## src/rtl/pipelined_adder_n.sv

```systemverilog
// Pipelined ripple-carry adder: WIDTH bits split into STAGES registered ripple slices with a valid/ready handshake.
// Optional macro PIPELINED_ADDER_SUB_EN adds a per-vector SUB input (A - B - borrow).
module pipelined_adder_n #(
    parameter int WIDTH  = 64,
    parameter int STAGES = 4
) (
    input  logic             clk,
    input  logic             rst_n,
    input  logic             in_valid,
    output logic             in_ready,
    input  logic [WIDTH-1:0] a,
    input  logic [WIDTH-1:0] b,
    input  logic             c_in,
`ifdef PIPELINED_ADDER_SUB_EN
    input  logic             sub,
`endif
    output logic             out_valid,
    input  logic             out_ready,
    output logic [WIDTH-1:0] sum,
    output logic             c_out,
    output logic             ovf
);

    localparam int W = WIDTH / STAGES;

    // Result of one slice: running sum, carry out of the slice, and carry into bit WIDTH-1.
    typedef struct packed {
        logic [WIDTH-1:0] sum;
        logic             cout;
        logic             cmsb;
    } slice_t;

    // Ripple chain over slice s; bits below the slice come from the registered lower partial sum.
    function automatic slice_t add_slice(input logic [WIDTH-1:0] x,
                                         input logic [WIDTH-1:0] y,
                                         input logic [WIDTH-1:0] lower,
                                         input logic             cin,
                                         input int               s);
        slice_t r;
        logic   c;
        logic   h;
        int     k;
        r.sum  = lower;
        r.cmsb = 1'b0;
        c      = cin;
        for (int i = 0; i < W; i++) begin
            k        = s * W + i;
            h        = x[k] ^ y[k];
            r.sum[k] = h ^ c;
            if (k == WIDTH - 1) r.cmsb = c;
            c        = (x[k] & y[k]) | (h & c);
        end
        r.cout = c;
        return r;
    endfunction

    logic             en;
    logic [WIDTH-1:0] b_eff;
    logic             cin_eff;

`ifdef PIPELINED_ADDER_SUB_EN
    // Subtraction is folded into the operands at entry, so the inverted B riding the skew
    // registers carries each vector's mode down the pipeline.
    assign b_eff   = sub ? ~b : b;
    assign cin_eff = c_in ^ sub;
`else
    assign b_eff   = b;
    assign cin_eff = c_in;
`endif

    logic [STAGES-1:0] vld_q;
    logic [STAGES-1:0] cy_q;
    logic [WIDTH-1:0]  sum_q [STAGES];
    logic              ovf_q;
    slice_t            nxt   [STAGES];

    // The whole pipeline advances together; a stalled output freezes every stage.
    assign en       = out_ready | ~out_valid;
    assign in_ready = en;

    if (STAGES == 1) begin : g_flat
        always_comb nxt[0] = add_slice(a, b_eff, '0, cin_eff, 0);
    end else begin : g_pipe
        logic [WIDTH-1:0] a_q [STAGES-1];
        logic [WIDTH-1:0] b_q [STAGES-1];

        // Operand skew: upper slices wait here until their turn in the ripple.
        always_ff @(posedge clk or negedge rst_n) begin
            if (!rst_n) begin
                for (int s = 0; s < STAGES - 1; s++) begin
                    a_q[s] <= '0;
                    b_q[s] <= '0;
                end
            end else if (en) begin
                a_q[0] <= a;
                b_q[0] <= b_eff;
                for (int s = 1; s < STAGES - 1; s++) begin
                    a_q[s] <= a_q[s-1];
                    b_q[s] <= b_q[s-1];
                end
            end
        end

        always_comb begin
            nxt[0] = add_slice(a, b_eff, '0, cin_eff, 0);
            for (int s = 1; s < STAGES; s++) begin
                nxt[s] = add_slice(a_q[s-1], b_q[s-1], sum_q[s-1], cy_q[s-1], s);
            end
        end
    end

    // NOTE: non-blocking assignments let every stage sample its predecessor's old value,
    // and these small register arrays are reset explicitly because SUM must read 0 in reset.
    always_ff @(posedge clk or negedge rst_n) begin
        if (!rst_n) begin
            vld_q <= '0;
            cy_q  <= '0;
            ovf_q <= 1'b0;
            for (int s = 0; s < STAGES; s++) sum_q[s] <= '0;
        end else if (en) begin
            vld_q[0] <= in_valid;
            sum_q[0] <= nxt[0].sum;
            cy_q[0]  <= nxt[0].cout;
            for (int s = 1; s < STAGES; s++) begin
                vld_q[s] <= vld_q[s-1];
                sum_q[s] <= nxt[s].sum;
                cy_q[s]  <= nxt[s].cout;
            end
            ovf_q <= nxt[STAGES-1].cout ^ nxt[STAGES-1].cmsb;
        end
    end

    assign out_valid = vld_q[STAGES-1];
    assign sum       = sum_q[STAGES-1];
    assign c_out     = cy_q[STAGES-1];
    assign ovf       = ovf_q;

endmodule

```

## config.mk

```make
export PLATFORM = sky130hd
export DESIGN_NAME = pipelined_adder_n
export DESIGN_NICKNAME = d
export VERILOG_FILES = /design/src/rtl/pipelined_adder_n.sv
export SDC_FILE = /design/constraint.sdc
export NUM_CORES = 1
export LEC_CHECK = 0
export ABC_AREA = 1
export BUFFER_PORTS_ARGS = -buffer_cell sky130_fd_sc_hd__buf_4
export CAP_MARGIN = 10
export CORE_ASPECT_RATIO = 1.1
export CORE_UTILIZATION = 40
export CTS_CLUSTER_SIZE = 24
export DETAILED_ROUTE_END_ITERATION = 12
export GPL_TIMING_DRIVEN = 0
export HOLD_SLACK_MARGIN = 0.15
export RECOVER_POWER = 100
export SLEW_MARGIN = 20
export SYNTH_ARGS = -nofsm -noshare
export SYNTH_HDL_FRONTEND = slang
export SYNTH_SLANG_ARGS = --single-unit
```

## constraint.sdc

```tcl
create_clock -name clk -period 6.7 [get_ports clk]
set_input_delay 0.335 -clock clk [delete_from_list [all_inputs] [get_ports clk]]
set_output_delay 0.335 -clock clk [all_outputs]
set_load 0.02 [all_outputs]
```

# --- After elaboration in Yosys (flattened, before gate mapping) ---
# Cells that the tools add are included.
op_classes:
  n_bitwise: 323
ops:
  columns: ["op", "n"]
  rows:
  - ["XOR 1 bit", 129]
  - ["AND 1 bit", 128]
  - ["OR 1 bit", 65]
  - ["NOT 1 bit", 1]
word_totals:
  register_bits: 553
  in_bits: 133
  output_inout_bits: 68
  elab_cells: 336

# --- Depth between registers and ports, before layout ---
logic_depth:
  ltp_word: 34
  depth_mapped: 23
  depth_no_buf: 23

# --- Worst setup path after synthesis ---
# Ideal clock, no wire load.
synth_timing:
  path_kind: "register to register"
  startpoint: "reg cy_q[2]"
  endpoint: "reg sum_q, in the netlist sum[63]"
  setup_ns: 0.083
  arrival_ns: 6.549
  t_required_ns: 6.617
  setup_slack_ns: 0.068
  path_stages_with_launch: 21
  n_path_buf: 0
  synth_period_minus_slack_ns: 6.632
  path_cell_list: "dfrtp_1 -> inv_1 -> fa_1 -> inv_1 -> fa_1 -> fa_1 -> fa_1 -> fa_1 -> fa_1 -> fa_1 -> fa_1 -> fa_1 -> fa_1 -> fa_1 -> fa_1 -> fa_1 -> fa_1 -> fa_1 -> inv_1 -> fa_1 -> o21ai_0"
synth_between:
  elab_chain_cells: 31
synth_rtl:
  columns: ["item", "line_no", "source"]
  rows:
  - ["from (decl)", "72", "logic [STAGES-1:0] cy_q;"]
  - ["from (signal, indexed assignment)", "127", "cy_q[s] <= nxt[s].cout;"]
  - ["AND 1 bit", "51", "c = (x[k] & y[k]) | (h & c);"]
  - ["OR 1 bit", "51", null]
  - ["AND 1 bit", "51", null]
  - ["OR 1 bit", "51", null]
  - ["AND 1 bit", "51", null]
  - ["OR 1 bit", "51", null]
  - ["AND 1 bit", "51", null]
  - ["OR 1 bit", "51", null]
  - ["[15 not listed]", null, null]
  - ["OR 1 bit", "51", null]
  - ["AND 1 bit", "51", null]
  - ["OR 1 bit", "51", null]
  - ["AND 1 bit", "51", null]
  - ["OR 1 bit", "51", null]
  - ["AND 1 bit", "51", null]
  - ["OR 1 bit", "51", null]
  - ["XOR 1 bit", "49", "r.sum[k] = h ^ c;"]
  - ["to (signal, indexed assignment)", "126", "sum_q[s] <= nxt[s].sum;"]
  - ["to (decl)", "73", "logic [WIDTH-1:0] sum_q [STAGES];"]
# No other way between the ends.
# A chain may end at the register's enable or synchronous reset.

# --- Final worst setup path ---
layout_timing:
  startpoint: "in a[0]"
  endpoint: "reg sum_q, in the netlist nxt[149]"
layout_between:
  elab_chain_cells: 32
  word_cells_on_any_way: 33
  cone_classes: "bitwise: 33"
layout_rtl:
  columns: ["item", "line_no", "source"]
  rows:
  - ["from (decl)", "11", "input logic [WIDTH-1:0] a,"]
  - ["XOR 1 bit", "48", "h = x[k] ^ y[k];"]
  - ["AND 1 bit", "51", null]
  - ["OR 1 bit *", "51", null]
  - ["AND 1 bit *", "51", null]
  - ["OR 1 bit *", "51", null]
  - ["AND 1 bit *", "51", null]
  - ["OR 1 bit *", "51", null]
  - ["AND 1 bit *", "51", null]
  - ["[16 not listed]", null, null]
  - ["OR 1 bit *", "51", null]
  - ["AND 1 bit *", "51", null]
  - ["OR 1 bit *", "51", null]
  - ["AND 1 bit *", "51", null]
  - ["OR 1 bit *", "51", null]
  - ["AND 1 bit *", "51", null]
  - ["OR 1 bit *", "51", null]
  - ["XOR 1 bit *", "49", null]
# Mark *: on every way between the ends. The rest lies on a longest branch, timed or not.

==> results.yml <==
route:
  routed_wire_length_per_instance_um: 16.0
  drtIter0Drc: 582
  route.detailed.drc: 0
  detail_route.vias_per_cell: 4.62
  postRouteWirelength_um: 38200
  detailroute.via_count: 11100
  route.antenna.remaining_nets: 0
  drt_first_pass_iters: 5
yosys:
  post_synth_fa_ha_maj_area_fraction_pct: 8.62
  yosys.area_share.xor_xnor_pct: 0
  yosys_warnings: 0
  yosysSeqAreaShare_pct: 60.8
  post_synth.cell_area_avg_um2: 9.70
  mappedNetlistNets: 1728
  post_synth_instance_area_um2: 14900
  muxShareOfSynthArea_pct: 0
  synthDistinctLibCells: 12
  synthCells: 1531
  flop_and_latch_count_out_of_synthesis: 361
  synth-compound-area-share_pct: 5.22
  synthSimpleGateAreaFrac_pct: 19.6
  largest_family_of_logic_cells_by_synthesized_area: "simple AND/OR/NAND/NOR gates"
sta:
  finalHoldViolations: 0
  rsz_0062_raised_after_global_routing: "no"
  post_route_hold_slack_ps: 192
  maxSlewHeadroom_pct: -118
  finalMaxSlewViolations: 206
  transition_time_at_the_pin_with_the_least_slew_margin_ps: 3270
  report.final.setup_viol: 0
  fmax_ghz: 0.153
  period_minus_slack_ps: 6520
  finalClockSkew_ps: 16.7
  final.period_utilization_pct: 97.3
cells_and_area:
  syn2layout_area_growth_pct: 28.3
  layout.core_utilization_pct: 52.4
  finalInstanceArea_um2: 19100
  final_layout_size_suffix_gt1_share_pct: 14.0
  n_antenna_cell: 0
  nNetsFinal: 2071
floorplan:
  floorplan.io_pins: 201
  floorplan.die.height_um: 204
  core-area_um2: 36400
  dieArea_um2: 37900
  die_x_um: 186
  initial_utilization_pct: 40.9
  num_rows: 73
worst_setup_path:
  critical_path_sink: "nxt[149]"
  cp_max_fo: 1
  critical_path_arrival_ps: 6950
  worstSetupPathType: "in2reg"
  r2r-start: "cy_q[2]"
  worst_ep_required_ps: 7130
  crit-reg2reg-capture: "sum[63]"
  worst-r2r-setup-slack_ps: 190
  worst-r2r-cell-count: 20
  cp-end-kind: "register"
  worst_setup_sp_type: "input pin"
  critical_path.startpoint: "a[0]"
power_and_ir_drop:
  finalPower_uw: 8690
  cellLeakagePower_uw: 0.00957
  cellPowerDensity_nw_per_um2: 456
  peak_supply_drop_v: 0.000233
place:
  dpl_cell_area_um2: 17100
  portBuffers: 200
  hpwl_reported_at_the_end_of_detailed_placement_um: 26800
  globalplace.congestion: 0.816
min_path:
  holdCritPathClass: "in2reg"
clocking:
  cts-htree-levels: 2
  clk_root_buffer_cell: "sky130_fd_sc_hd__clkbuf_16"
  clk_pin_slew_worst_paths_ps: 60
  tritoncts_num_sinks: 361
  ctsLongestPathBuffers: 3
  tritoncts: "yes"
  cts.repair_timing.setup_buffer_count: 0
  clkLatencyLatePin_ps: 530
  tritoncts_buffer_count: 39
global_route:
  grt-ovfl-total: 0
  initial_antenna_violation_count: 0
  first_global_vias: 11300
  grt_start_max_net_pins: 97
  grt_pass1_wl_um: 60600
  global_routing_usage_summed_across_all_routing_layers_pct: 21.1
outcome:
  violations: "capacitance limit, slew limit"
  status: "complete, but fails checks"
run:
  timing.max_cap.violations: 3
[worst max-delay path, stage by stage]
cell                       delay (ps)
sky130_fd_sc_hd__clkbuf_4         110
sky130_fd_sc_hd__inv_1             70
sky130_fd_sc_hd__fa_1             170
sky130_fd_sc_hd__inv_1             50
sky130_fd_sc_hd__fa_1             370
sky130_fd_sc_hd__fa_1             380
sky130_fd_sc_hd__fa_1             390
sky130_fd_sc_hd__fa_1             420
sky130_fd_sc_hd__fa_1             390
sky130_fd_sc_hd__fa_1             430
sky130_fd_sc_hd__fa_1             400
sky130_fd_sc_hd__fa_1             390
sky130_fd_sc_hd__fa_1             400
sky130_fd_sc_hd__fa_1             400
sky130_fd_sc_hd__fa_2             400
sky130_fd_sc_hd__fa_1             390
sky130_fd_sc_hd__fa_1             390
sky130_fd_sc_hd__fa_1             420
sky130_fd_sc_hd__inv_1             90
sky130_fd_sc_hd__fa_1             390
sky130_fd_sc_hd__o21ai_0          170
[through the flow]
stage | instances | setup WS, ps | setup TNS, ps
after floorplan | 1531 | 68.4 | 0
after global placement | 2218 | -393 | -2140
after detailed placement | 2222 | -472 | -2800
after CTS | 2390 | 6.00 | 0
after global routing | 2390 | 11.6 | 0
final | 2390 | 179 | 0
[cells in the final DEF, fill, tap and decap left out]
cell type,count
sky130_fd_sc_hd__nand2_1,773
sky130_fd_sc_hd__dfrtp_1,361
sky130_fd_sc_hd__o21ai_0,152
sky130_fd_sc_hd__buf_4,147
sky130_fd_sc_hd__clkbuf_1,126
sky130_fd_sc_hd__dlygate4sd3_1,98
sky130_fd_sc_hd__inv_1,94
sky130_fd_sc_hd__clkbuf_16,41
sky130_fd_sc_hd__fa_2,37
sky130_fd_sc_hd__fa_1,27
sky130_fd_sc_hd__clkbuf_8,10
sky130_fd_sc_hd__buf_2,8
sky130_fd_sc_hd__clkinv_2,7
sky130_fd_sc_hd__buf_6,6
sky130_fd_sc_hd__o21ai_1,3
sky130_fd_sc_hd__inv_2,3
sky130_fd_sc_hd__buf_16,2
sky130_fd_sc_hd__nand3_1,1
sky130_fd_sc_hd__nor2_1,1
sky130_fd_sc_hd__bufinv_16,1
sky130_fd_sc_hd__clkinvlp_4,1
sky130_fd_sc_hd__clkinv_4,1
sky130_fd_sc_hd__inv_8,1
sky130_fd_sc_hd__clkbuf_4,1
sky130_fd_sc_hd__clkbuf_2,1
[final cells by class]
| cell class | count | area [um^2] |
|---|---|---|
| Buffer | 79 | 412 |
| Clock buffer | 59 | 1190 |
| Clock inverter | 11 | 92.6 |
| Fill cell | 3504 | 17300 |
| Inverter | 97 | 364 |
| Multi-Input combinational cell | 994 | 5060 |
| Sequential cell | 361 | 9030 |
| Tap cell | 487 | 609 |
| Timing Repair Buffer | 302 | 2290 |
[state kept, by name, summed over array words and instances, names as in the netlist]
signal and flops:
g_pipe.a_q 96, g_pipe.b_q 96, nxt 96, sum 64
cy_q 4, vld_q 4, ovf 1
[report_power, final]
part           internal (uW)  total (uW)  switching (uW)
logic                   1060        2900            1830
registers               3130        3660             530
clock network           1270        2140             865
[timing repair]
action,4_1_cts,5_1_grt
endpoints found under the setup margin,9,5
pin swaps,5,6
resized for setup,29,14
hold endpoints to repair,203,0
hold buffers,98,0
[worst min-delay path by stage]
stage              from               to  slack (ps)  cells after the start
2_1_floorplan     rst_n          cy_q[0]          40                      0
3_3_place_gp   vld_q[2]         vld_q[3]         440                      2
3_5_place_dp      rst_n  g_pipe.a_q[176]         270                      1
4_1_cts            b[2]         nxt[136]         170                      4
5_1_grt            b[3]         nxt[137]         180                      4
6_report           b[2]         nxt[136]         190                      4
[cells in the mapped netlist (all sizes together)]
| cell type | instances | share of area [%] |
|---|---|---|
| nor2 | 1 | 0.076 |
| nand2 | 773 | 20 |
| clkbuf | 11 | 0.28 |
| buf | 68 | 3.0 |
| dfrtp | 361 | 61 |
| o21ai | 155 | 5.2 |
| nand3 | 1 | 0.034 |
| fa | 64 | 8.6 |
| inv | 97 | 2.5 |
[cell families after synthesis]
kind of cell               count (synthesis)
AOI/OAI and AO/OA                        155
buffers and inverters                    176
adders and majority gates                 64
DFF                                      361
and+or+nand+nor                          775
[routing by layer]
layer | vias to the layer above | track usage, % | routed length, um
li1 | 5350 | - | -
met5 | - | 0 | 0
met3 | 55 | 2.67 | 1520
met4 | 0 | 5.91 | 905
met1 | 5415 | 28.5 | 16800
met2 | 230 | 35.8 | 18900
Power figures use the tool's default switching activity.
